==> config.mk <==
export PLATFORM = sky130hd
export DESIGN_NAME = mem_port_arbiter
export DESIGN_NICKNAME = d
export VERILOG_FILES = /design/src/rtl/mem_port_arbiter.sv
export SDC_FILE = /design/constraint.sdc
export NUM_CORES = 1
export LEC_CHECK = 0
export ABC_AREA = 1
export BUFFER_PORTS_ARGS = -buffer_cell sky130_fd_sc_hd__buf_2
export CORE_ASPECT_RATIO = 1.25
export CORE_MARGIN = 4
export CORE_UTILIZATION = 48
export DETAILED_ROUTE_END_ITERATION = 8
export MAX_ROUTING_LAYER = met4
export PLACE_DENSITY_LB_ADDON = 0.2
export SYNTH_ARGS = -nofsm -noshare
export SYNTH_HDL_FRONTEND = slang
export SYNTH_SLANG_ARGS = --single-unit
==> constraint.sdc <==
create_clock -name clk -period 1.9 [get_ports clk]
set_clock_uncertainty 0.15 [all_clocks]
set_input_delay 0.095 -clock clk [delete_from_list [all_inputs] [get_ports clk]]
set_output_delay 0.095 -clock clk [all_outputs]
set_load 0.02 [all_outputs]
==> src/rtl/mem_port_arbiter.sv <==
// mem_port_arbiter
//   Shares one single-ported synchronous memory between the instruction-fetch
//   port (read-only) and the data-memory port (read/write). The data port has
//   priority. After STARVE_MAX consecutive lost arbitrations, fetch wins the
//   next one. Setting STARVE_MAX to 0 turns this guard off.
//
// Parameters
//   AW         word-address width on all ports
//   RD_LAT     memory read latency (1..4) from the sampling edge to mem_rdata
//   STARVE_MAX fetch losses tolerated before fetch is forced through
//
// Ports
//   clk, rst                 clock; asynchronous active-low reset
//   if_req/if_addr           fetch request and address (held until if_ack)
//   if_ack/if_rdata          one-cycle fetch completion, registered data
//   dm_req/dm_we/dm_addr     data request, write flag and address
//   dm_wdata/dm_wmask        store data and byte enables
//   dm_ack/dm_rdata          one-cycle data completion, registered load data
//   mem_en/mem_we/mem_addr   registered memory strobe, write enable, address
//   mem_wdata/mem_wmask      registered store data and byte enables
//   mem_rdata                memory read data
//   busy                     high whenever not idle
//   owner                    0 = fetch, 1 = data (meaningful while busy)
module mem_port_arbiter #(
  parameter int unsigned AW         = 8,
  parameter int unsigned RD_LAT     = 1,
  parameter int unsigned STARVE_MAX = 3
) (
  input  logic          clk,
  input  logic          rst,
  input  logic          if_req,
  input  logic [AW-1:0] if_addr,
  output logic          if_ack,
  output logic [31:0]   if_rdata,
  input  logic          dm_req,
  input  logic          dm_we,
  input  logic [AW-1:0] dm_addr,
  input  logic [31:0]   dm_wdata,
  input  logic [3:0]    dm_wmask,
  output logic          dm_ack,
  output logic [31:0]   dm_rdata,
  output logic          mem_en,
  output logic          mem_we,
  output logic [AW-1:0] mem_addr,
  output logic [31:0]   mem_wdata,
  output logic [3:0]    mem_wmask,
  input  logic [31:0]   mem_rdata,
  output logic          busy,
  output logic          owner
);

  typedef enum logic [1:0] {IDLE, ACCESS, WAIT, RESP} state_t;

  localparam int unsigned SW = (STARVE_MAX < 2) ? 1 : $clog2(STARVE_MAX + 1);
  localparam logic [SW-1:0] SMAX = SW'(STARVE_MAX);
  localparam logic [1:0] CNT_INIT = 2'(RD_LAT - 1);

  state_t        state;
  logic [1:0]    cnt;
  logic [SW-1:0] starve_cnt;
  logic          dm_win;
  logic          if_win;

  always_comb begin
    dm_win = 1'b0;
    if_win = 1'b0;
    if (dm_req && (!if_req || (STARVE_MAX == 0) || (starve_cnt < SMAX)))
      dm_win = 1'b1;
    else if (if_req)
      if_win = 1'b1;
  end

  // busy follows the state register directly, so reset clears it without a clock.
  assign busy = (state != IDLE);

  always_ff @(posedge clk or negedge rst) begin
    if (!rst) begin
      state      <= IDLE;
      cnt        <= '0;
      starve_cnt <= '0;
      if_ack     <= 1'b0;
      dm_ack     <= 1'b0;
      if_rdata   <= '0;
      dm_rdata   <= '0;
      mem_en     <= 1'b0;
      mem_we     <= 1'b0;
      mem_addr   <= '0;
      mem_wdata  <= '0;
      mem_wmask  <= '0;
      owner      <= 1'b0;
    end else begin
      if_ack <= 1'b0;
      dm_ack <= 1'b0;
      case (state)
        IDLE: begin
          if (dm_win) begin
            mem_en    <= 1'b1;
            mem_we    <= dm_we;
            mem_addr  <= dm_addr;
            mem_wdata <= dm_wdata;
            mem_wmask <= dm_wmask;
            owner     <= 1'b1;
            state     <= ACCESS;
            // Fetch lost a contested arbitration: count it, saturating.
            if (if_req && (starve_cnt < SMAX))
              starve_cnt <= starve_cnt + 1'b1;
          end else if (if_win) begin
            mem_en     <= 1'b1;
            mem_we     <= 1'b0;
            mem_addr   <= if_addr;
            mem_wdata  <= '0;
            mem_wmask  <= '0;
            owner      <= 1'b0;
            state      <= ACCESS;
            starve_cnt <= '0;
          end else begin
            mem_en <= 1'b0;
          end
        end
        ACCESS: begin
          mem_en <= 1'b0;
          if (mem_we) begin
            state <= RESP;
            // The ack is registered, so it is raised on entry to RESP.
            if (owner) dm_ack <= 1'b1;
            else       if_ack <= 1'b1;
          end else begin
            state <= WAIT;
            cnt   <= CNT_INIT;
          end
        end
        WAIT: begin
          if (cnt != 2'd0) begin
            cnt <= cnt - 2'd1;
          end else begin
            if (owner) dm_rdata <= mem_rdata;
            else       if_rdata <= mem_rdata;
            if (owner) dm_ack <= 1'b1;
            else       if_ack <= 1'b1;
            state <= RESP;
          end
        end
        RESP: begin
          state <= IDLE;
        end
        default: begin
          state <= IDLE;
        end
      endcase
    end
  end

endmodule

==> flow_summary.toml <==
[die]
start_util = 0.498
dieArea_sq_um = 11700
rows = 40
die_y_um = 120
io_pins = 203
core_area_sq_um = 9710
fp.dieW_um = 97.7

[pwr]
power.switching_uw = 5280
powerDensity_nw_per_um2 = 1760
irDropWorstVdd_mv = 1.17
p_leak_uw = 0.00422
share_seq_of_total_power = 0.332
power_frac_comb = 0.403
switching_share = 0.400
p_clk_frac = 0.265
intPower_uw = 7930

[synth]
ys_warn_count = 0
synth.top_cells.by_area = "dfrtp_1, nand2_1, o21ai_0"
seq_area_frac_synth = 0.616
syn_avg_cell_area_sq_um = 9.11
ys_ff_latch = 119
syn-num-nets = 625
ys_types = 26
yosys.area.top_type = "dfrtp_1"
netlist_area_sq_um = 4830
syn_inst = 530
synth_top_area_share = 0.616

[route]
wl_met3_mm = 1.24
topRoutingLayerUsed = "met4"
drt_iter0_drc = 258
wire_per_inst_um = 15.4
antenna_left = 0
vias = 4763
wl_met1_mm = 5.67
firstDrtPassIters = 5
drc = 0
wl_mm = 14.8
met2_length_mm = 7.59
vias_per_cell = 4.94

[sta]
rsz0062_at_grt = "false"
tightestPinTransition_ns = 0.562
relSlewSlack = 0.626
fmax_mhz = 566
period_share = 0.930
setup_viol = 0
final.setup.tns_ns = 0
hold_violations = 0
min_period_ns = 1.77
finalMaxSlewViolations = 0

[final_layout]
final_cell_mix = "nand2_1, buf_2, dfrtp_1"
drive_above_1_share = 0.308
antenna_cells = 0
syn_to_final_growth_pct = 55.7
nNetsFinal = 920
final_common_cell = "nand2_1"
final_area_sq_um = 7520
stdcell_count = 964
n_fill_cell = 590

[setup_path]
critPathMaxFanout = 5
cp_slowest_cell = "dfrtp_1"
cp_cell_sequence = "inv_1 > ha_1 > inv_2 > buf_2"
crit_required_ns = 1.65
cp_slowest_stage_delay_ns = 0.38
crit_buf_inv = 3
crit_arrival_ns = 1.52
crit_family = "buffers and inverters"
crit_path_end_kind = "output port"
cp-start-kind = "flop"
critical_path_class = "reg2out"

[outcome]
status = "finished, final reports clean"

[clock_tree]
clockRootBuffer = "clkbuf_16"
cts-buffers-inserted = 17
tritoncts = "yes"
cts.repair.resized = 0
insertion_delay_ns = 0.40
post_cts_buffers = 0
htreeDepth = 4
clk_pin_slew_ns = 0.05
cts_buffer_depth = 2
cts_sinks = 119

[global_routing]
gr-usage-all-layers = 0.268
grt_pass1_vias = 4972
grt_antenna_before_repair = 0
grt_pass1_wl_mm = 24.3
overflow = 0
grt_max_degree = 65

[place]
io_buffers = 202
dpl.cell_count = 844
place_area_sq_um = 5990
gp_congestion = 0.859
hpwlAfterDp_mm = 8.72

[hold_path]
hold_class = "in2async"

[flow_run]
cap_violations = 0
==> stage by stage <==
| step | utilization | hold WS (ns) | setup slack, ns | power (uW) |
|---|---|---|---|---|
| finish | 0.775 | 0.0827 | 0.134 | 13200 |
| floorplan | - | -0.351 | 0.295 | 7600 |
| global route | 0.775 | 0.116 | 0.00758 | 14000 |
| CTS | 0.775 | 0.0933 | 0.106 | 13200 |
| global placement | 0.617 | -0.0381 | 0.231 | 9310 |
| detailed placement | 0.617 | -0.0287 | 0.175 | 9480 |
==> state kept, by name (all words and copies together), names as in the netlist <==
signal,count
state,2
dm_rdata,32
starve_cnt,2
mem_addr,8
mem_wdata,32
owner,1
mem_wmask,4
dm_ack,1
mem_we,1
if_rdata,32
cnt,2
mem_en,1
if_ack,1
==> power groups by stage <==
stage | sequential, uW | combinational, uW | clock (uW)
after CTS | 4360 | 5290 | 3550
after global routing | 4520 | 5830 | 3680
after global placement | 4330 | 4970 | 0
final | 4390 | 5320 | 3500
after floorplan | 5710 | 1890 | 0
after detailed placement | 4360 | 5120 | 0
==> what timing repair did <==
action / 4_1_cts / 5_1_grt
setup endpoints to repair: 0 / 0
hold buffers: 88 / 0
hold endpoints to repair: 216 / 0
==> cells in the mapped netlist <==
cell type	number
nand3_2	2
o21ai_1	1
nand2_2	11
and3_1	1
buf_6	4
inv_4	1
a21oi_1	2
inv_2	1
nor2_2	1
nand3_1	20
clkbuf_1	10
nand2_4	1
buf_8	1
dfrtp_1	119
ha_1	6
o21ai_0	67
clkbuf_2	1
nor2_1	5
nand2_1	208
nor3b_1	1
inv_1	57
nor2_4	1
buf_2	4
nand3b_1	1
nor2_8	1
buf_4	3
==> worst register-to-register path: stages, from the launching register on <==
cell	delay (ns)
dfrtp_1	0.38
inv_1	0.09
ha_1	0.27
inv_2	0.18
nor2_8	0.06
inv_4	0.33
nand2_1	0.13
nand2_1	0.11
==> final cells by class <==
type / instances / area (sq um) / share of cell area
Clock inverter: 8 / 168 / 0.0223
Tap cell: 126 / 158 / 0.0210
Sequential cell: 119 / 2980 / 0.396
Clock buffer: 24 / 482 / 0.0640
Inverter: 59 / 224 / 0.0298
Timing Repair Buffer: 299 / 2020 / 0.269
Multi-Input combinational cell: 329 / 1490 / 0.198
==> cells by family after synthesis <==
group	count (synthesis)	share of synthesized area
simple gates	253	0.219
fa+ha+maj	6	0.0155
compound gates	70	0.0725
flops	119	0.616
buf+inv	82	0.0764
==> worst paths after layout <==
check,start,end,slack (ns),cells past startpoint
worst min-delay path,rst,mem_addr[4]$_DFFE_PN0P_,0.08,2
worst max-delay path,state[0]$_DFFE_PN0P_,busy,0.13,4
worst max register to register,state[0]$_DFFE_PN0P_,mem_wdata[15]$_DFFE_PN0P_,0.14,7
min in group clk,dm_wdata[21],mem_wdata[21]$_DFFE_PN0P_,0.28,4
max in group asynchronous,rst,mem_wdata[4]$_DFFE_PN0P_,0.89,3
worst min register to register,mem_wdata[25]$_DFFE_PN0P_,mem_wdata[25]$_DFFE_PN0P_,0.32,2
==> per-layer routing <==
metal  track usage  vias to the layer above
met5             -                        -
met4         0.107                        0
met3        0.0756                       29
met2         0.446                      262
met1         0.308                     2244
li1              -                     2228
Power figures use the tool's default switching activity.
